File: config.mk
export PLATFORM = sky130hd
export DESIGN_NAME = serial_subtractor_flat
export DESIGN_NICKNAME = d
export VERILOG_FILES = /design/src/rtl/serial_subtractor_if.sv /design/src/rtl/serial_subtractor.sv /design/src/flat_wrapper.sv
export SDC_FILE = /design/constraint.sdc
export NUM_CORES = 1
export LEC_CHECK = 0
export CAP_MARGIN = 0
export CORE_MARGIN = 8
export CORE_UTILIZATION = 54
export DETAILED_ROUTE_END_ITERATION = 12
export PLACE_DENSITY = 0.9
export SYNTH_ARGS = -nofsm -noshare
export SYNTH_HDL_FRONTEND = slang
export SYNTH_SLANG_ARGS = --single-unit
File: constraint.sdc
create_clock -name clk -period 2.55 [get_ports clk]
set_input_delay 0.255 -clock clk [delete_from_list [all_inputs] [get_ports clk]]
set_output_delay 0.255 -clock clk [all_outputs]
set_load 0.05 [all_outputs]
File: src/rtl/serial_subtractor_if.sv
// Operand/result bundle for the bit-serial subtractor.
// The master drives start and operands; the slave returns status and the held result.
interface serial_subtractor_if #(parameter int WIDTH = 8);
  logic             start;
  logic [WIDTH-1:0] a;
  logic [WIDTH-1:0] b;
  logic             bin;
  logic             busy;
  logic             done;
  logic [WIDTH-1:0] diff;
  logic             bout;
  logic             ovf;

  modport master (output start, a, b, bin, input busy, done, diff, bout, ovf);
  modport slave  (input start, a, b, bin, output busy, done, diff, bout, ovf);
endinterface

File: src/rtl/serial_subtractor.sv
// Bit-serial A - B - Bin, LSB first, one full-subtractor cell; ovf logic under SERIAL_SUBTRACTOR_OVF_EN.
// Latency: WIDTH clocks from the start-accept edge to the edge raising done.
// Backpressure: none; start is ignored while busy, results hold until the next completion.
module serial_subtractor #(
  parameter int WIDTH = 8
) (
  input logic                clk,
  input logic                rst,
  serial_subtractor_if.slave bus
);

  localparam int CW = $clog2(WIDTH);

  typedef enum logic {IDLE, SHIFT} state_t;

  state_t           state;
  state_t           state_nxt;
  logic [WIDTH-1:0] a_sh;
  logic [WIDTH-1:0] b_sh;
  logic [WIDTH-1:0] res_sh;
  logic             br;
  logic [CW-1:0]    cnt;
  logic             done_q;
  logic [WIDTH-1:0] diff_q;
  logic             bout_q;

  logic accept;
  logic last;
  logic d_bit;
  logic br_nxt;

  assign accept = (state == IDLE) && bus.start;
  assign last   = (state == SHIFT) && (cnt == CW'(WIDTH - 1));

  // Single full-subtractor cell fed by the operand LSBs and the registered borrow.
  assign d_bit  = a_sh[0] ^ b_sh[0] ^ br;
  assign br_nxt = (~a_sh[0] & b_sh[0]) | (~(a_sh[0] ^ b_sh[0]) & br);

  always_ff @(posedge clk) begin
    if (rst) state <= IDLE;
    else     state <= state_nxt;
  end

  always_comb begin
    state_nxt = state;
    case (state)
      IDLE:    if (bus.start) state_nxt = SHIFT;
      SHIFT:   if (last)      state_nxt = IDLE;
      default:                state_nxt = IDLE;
    endcase
  end

  always_comb begin
    bus.busy = (state == SHIFT);
  end

  always_ff @(posedge clk) begin
    if (rst) begin
      a_sh   <= '0;
      b_sh   <= '0;
      res_sh <= '0;
      br     <= 1'b0;
      cnt    <= '0;
      done_q <= 1'b0;
      diff_q <= '0;
      bout_q <= 1'b0;
    end else begin
      done_q <= last;
      if (accept) begin
        a_sh <= bus.a;
        b_sh <= bus.b;
        br   <= bus.bin;
        cnt  <= '0;
      end else if (state == SHIFT) begin
        a_sh   <= a_sh >> 1;
        b_sh   <= b_sh >> 1;
        res_sh <= {d_bit, res_sh[WIDTH-1:1]};
        br     <= br_nxt;
        cnt    <= cnt + 1'b1;
        if (last) begin
          diff_q <= {d_bit, res_sh[WIDTH-1:1]};
          bout_q <= br_nxt;
        end
      end
    end
  end

  assign bus.done = done_q;
  assign bus.diff = diff_q;
  assign bus.bout = bout_q;

`ifdef SERIAL_SUBTRACTOR_OVF_EN
  logic a_msb;
  logic b_msb;
  logic ovf_q;

  // Operand MSBs are shifted out during the run, so keep copies for the overflow test.
  always_ff @(posedge clk) begin
    if (rst) begin
      a_msb <= 1'b0;
      b_msb <= 1'b0;
      ovf_q <= 1'b0;
    end else begin
      if (accept) begin
        a_msb <= bus.a[WIDTH-1];
        b_msb <= bus.b[WIDTH-1];
      end
      if (last) ovf_q <= (a_msb != b_msb) && (d_bit != a_msb);
    end
  end

  assign bus.ovf = ovf_q;
`else
  assign bus.ovf = 1'b0;
`endif

endmodule

File: src/flat_wrapper.sv
// flat-port wrapper written by rule: the top's interface ports become plain ports
module serial_subtractor_flat 
#(
  parameter int WIDTH = 8
)
  (clk, rst, bus_start, bus_a, bus_b, bus_bin, bus_busy, bus_done, bus_diff, bus_bout, bus_ovf);
  serial_subtractor_if #(.WIDTH(WIDTH)) bus_i ();
  input logic clk;
  input logic rst;
  input wire logic [$bits(bus_i.start)-1:0] bus_start;
  input wire logic [$bits(bus_i.a)-1:0] bus_a;
  input wire logic [$bits(bus_i.b)-1:0] bus_b;
  input wire logic [$bits(bus_i.bin)-1:0] bus_bin;
  output wire logic [$bits(bus_i.busy)-1:0] bus_busy;
  output wire logic [$bits(bus_i.done)-1:0] bus_done;
  output wire logic [$bits(bus_i.diff)-1:0] bus_diff;
  output wire logic [$bits(bus_i.bout)-1:0] bus_bout;
  output wire logic [$bits(bus_i.ovf)-1:0] bus_ovf;
  assign bus_i.start = bus_start;
  assign bus_i.a = bus_a;
  assign bus_i.b = bus_b;
  assign bus_i.bin = bus_bin;
  assign bus_busy = bus_i.busy;
  assign bus_done = bus_i.done;
  assign bus_diff = bus_i.diff;
  assign bus_bout = bus_i.bout;
  assign bus_ovf = bus_i.ovf;
  serial_subtractor #(.WIDTH(WIDTH)) u_core (.clk(clk), .rst(rst), .bus(bus_i));
endmodule
==> results.yml <==
clock_network:
  worstSkewPairLatency_ns: 0.35
  clkTransAtPathRegs_ns: 0.12
  ctsHoldBuffers: 0
  cts_root_buf: "clkbuf_4"
  ctsResizeCount: 0
  clock_path_buffers: 2
  clock-sinks: 38
  cts_tree: "built"
  post_cts_buffers: 0
  htree_levels: 2
  cts_made_buffers: 5
grt:
  grt_overflow: 0
  grt_start_max_net_pins: 53
  antenna_found_initial: 0
  grt_pass1_vias: 1196
  track_usage: 0.142
  grt_pass1_wl_mm: 5.66
die:
  die_h_um: 71.6
  start_util: 0.555
  io_pins: 32
  die_x_um: 71.6
  die-area_sq_mm: 0.00512
  rows: 20
  core_sq_mm: 0.00300
critical_path:
  rr_endpoint: "u_core.bus.bout$_SDFFE_PP0P_"
  worstSetupPathType: "flop to primary output"
  rrSetupSlack_ns: 0.90
  cp_max_fo: 2
  cp_top_family: "buffers and inverters"
  arrival_ns: 1.53
  timing.critical_path.cells: "clkdlybuf4s50_1"
  cp-end-kind: "primary output"
  crit_buf_inv: 1
  worstSetupStartpointType: "flop"
  crit_path_max_incr_delay_ns: 0.83
  r2r_start: "u_core.cnt[0]$_SDFFE_PP0P_"
  reg2reg_depth: 4
  critical_path.slowest_cell: "clkdlybuf4s50_1"
  required_ns: 2.30
synthesis:
  synthesis.area_sq_mm: 0.00167
  synth_cell_types: 24
  synthesis.nets: 186
  synth_most_common_cell: "dfxtp_1"
  syn_avg_cell_area_sq_um: 10.2
  synth_top_cell_by_area: "dfxtp_1"
  synth_top_flop_cell: "dfxtp_1"
  synth_top_cell_area_share: 0.456
  yosysWarnings: 0
  synth_commonest_cells: "dfxtp_1, mux2i_1, a211oi_1, a21oi_1, nor2b_1"
  synth_seq_cells: 38
  post_synth_main_area_contributors: "dfxtp_1, mux2i_1, a211oi_1"
  postSynth.asyncResetShare: 0
  synthCells: 163
  synth-seq-area-share: 0.456
  synth_edf_count: 0
final_layout:
  area_growth_pct: 21.2
  final_layout_size_suffix_gt1_frac: 0.111
  layout.cells.non_filler: 222
  antenna_cells: 0
  fin_nets: 211
pwr:
  powerDensity_mw_per_mm2: 601
  vdd_drop_max_mv: 0.384
  p_leak_nw: 0.786
  fin_total_pwr_mw: 1.21
timing:
  drv_slew: 0
  min_period_over_period: 0.699
  setup_viol: 0
  fmax_mhz: 561
  fin_setup_tns_ns: 0
  grt_setup_unrepaired: "no"
  finalCriticalPeriod_ns: 1.78
  worstMarginPinSlew_ns: 0.692
  slew_headroom: 0.537
  clock_skew_ns: 0.00920
  timing_hold_violations_final: 0
route:
  wl_per_cell_um: 15.3
  drc: 0
  drt.antenna.violating_nets: 0
  initialDrtViolationCount: 108
  vias_per_cell: 5.47
  routed_wirelength_mm: 3.40
  firstDrtPassIters: 4
  vias: 1215
place:
  hpwl_mm: 2.39
  dp.cells: 214
  portBuffers: 30
  gp_congestion: 0.747
status:
  outcome: "finished, final reports clean"
min_path:
  hold_class: "flop to flop"
  holdPathEnd: "u_core.bus.diff[0]$_SDFFE_PP0P_"
  hp-start: "u_core.res_sh[1]$_SDFFE_PP0P_"
  min_path_cells: 2
flow_run:
  cap_viol_max_count: 0
-- sequential cells by signal, indices dropped and copies added, names as in the netlist --
| signal | count |
|---|---|
| u_core.a_sh | 8 |
| u_core.bus.done | 1 |
| u_core.cnt | 3 |
| u_core.br | 1 |
| u_core.bus.bout | 1 |
| u_core.bus.diff | 8 |
| u_core.res_sh | 7 |
| u_core.bus.busy | 1 |
| u_core.b_sh | 8 |
-- power breakdown --
group / internal, mW / switching, mW / leakage, nW
registers: 0.624 / 0.0179 / 0.311
clock network: 0.207 / 0.201 / 0.0385
logic: 0.0811 / 0.0822 / 0.437
total: 0.912 / 0.301 / 0.786
-- layout make-up --
| type | count | area, sq um |
|---|---|---|
| Fill cell | 237 | 983 |
| Multi-Input combinational cell | 107 | 791 |
| Tap cell | 33 | 41.3 |
| Inverter | 3 | 11.3 |
| Clock buffer | 6 | 41.3 |
| Clock inverter | 2 | 37.5 |
| Sequential cell | 38 | 762 |
| Timing Repair Buffer | 33 | 335 |
-- cell families (layout without fill, tap and decap cells) --
group | Yosys count | count (layout) | share of synthesized area
and+or+nand+nor | 41 | 41 | 0.134
AOI/OAI and AO/OA | 38 | 38 | 0.167
DFF | 38 | 38 | 0.456
muxes | 24 | 24 | 0.144
buffers and inverters | 18 | 44 | 0.0691
adders and majority gates | 3 | 3 | 0.0270
other | 1 | 1 | 0.00225
-- worst max path at each step --
stage / startpoint / slack [ns] / to / cells after the start
3_3_place_gp: bus_start / 0.88 / u_core.b_sh[5]$_SDFFE_PP0P_ / 4
5_1_grt: u_core.bus.diff[6]$_SDFFE_PP0P_ / 0.71 / bus_diff[6] / 1
6_report: u_core.bus.diff[2]$_SDFFE_PP0P_ / 0.77 / bus_diff[2] / 1
2_1_floorplan: u_core.bus.busy$_SDFF_PP0_ / 1.14 / u_core.res_sh[7]$_SDFFE_PP0P_ / 4
4_1_cts: u_core.bus.diff[2]$_SDFFE_PP0P_ / 0.75 / bus_diff[2] / 1
3_5_place_dp: bus_start / 0.79 / u_core.b_sh[6]$_SDFFE_PP0P_ / 4
-- stage by stage --
| stage | hold WS [ns] | instance area, sq um | utilization | setup WS (ns) |
|---|---|---|---|---|
| 2_1_floorplan | 0.437 | 1670 | - | 1.14 |
| 4_1_cts | 0.484 | 2020 | 0.673 | 0.751 |
| 3_5_place_dp | 0.469 | 1940 | 0.646 | 0.790 |
| 5_1_grt | 0.505 | 2020 | 0.673 | 0.707 |
| 3_3_place_gp | 0.452 | 1940 | 0.646 | 0.879 |
| 6_report | 0.482 | 2020 | 0.673 | 0.768 |
-- layout by cell type (no fill, tap or decap), drive strengths merged --
| cell type | count |
|---|---|
| clkbuf | 6 |
| conb | 1 |
| nor2 | 8 |
| nand2b | 3 |
| clkdlybuf4s50 | 30 |
| nand3 | 8 |
| a21o | 1 |
| a311oi | 1 |
| inv | 3 |
| mux2i | 24 |
| buf | 3 |
| fa | 1 |
| clkinvlp | 1 |
| a211oi | 14 |
| bufinv | 1 |
| nor3 | 2 |
| dfxtp | 38 |
| ha | 2 |
| nor2b | 14 |
| or3b | 3 |
| nand2 | 3 |
| a21bo | 8 |
| a21oi | 14 |
-- per-layer routing --
metal | global-route usage | up-vias | part of all wire
met1 | 0.159 | 572 | 0.44
met2 | 0.227 | 20 | 0.50
met3 | 0.0488 | 8 | 0.040
li1 | - | 615 | -
met5 | 0 | - | 0
met4 | 0.0862 | 0 | 0.019
Power figures use the tool's default switching activity.
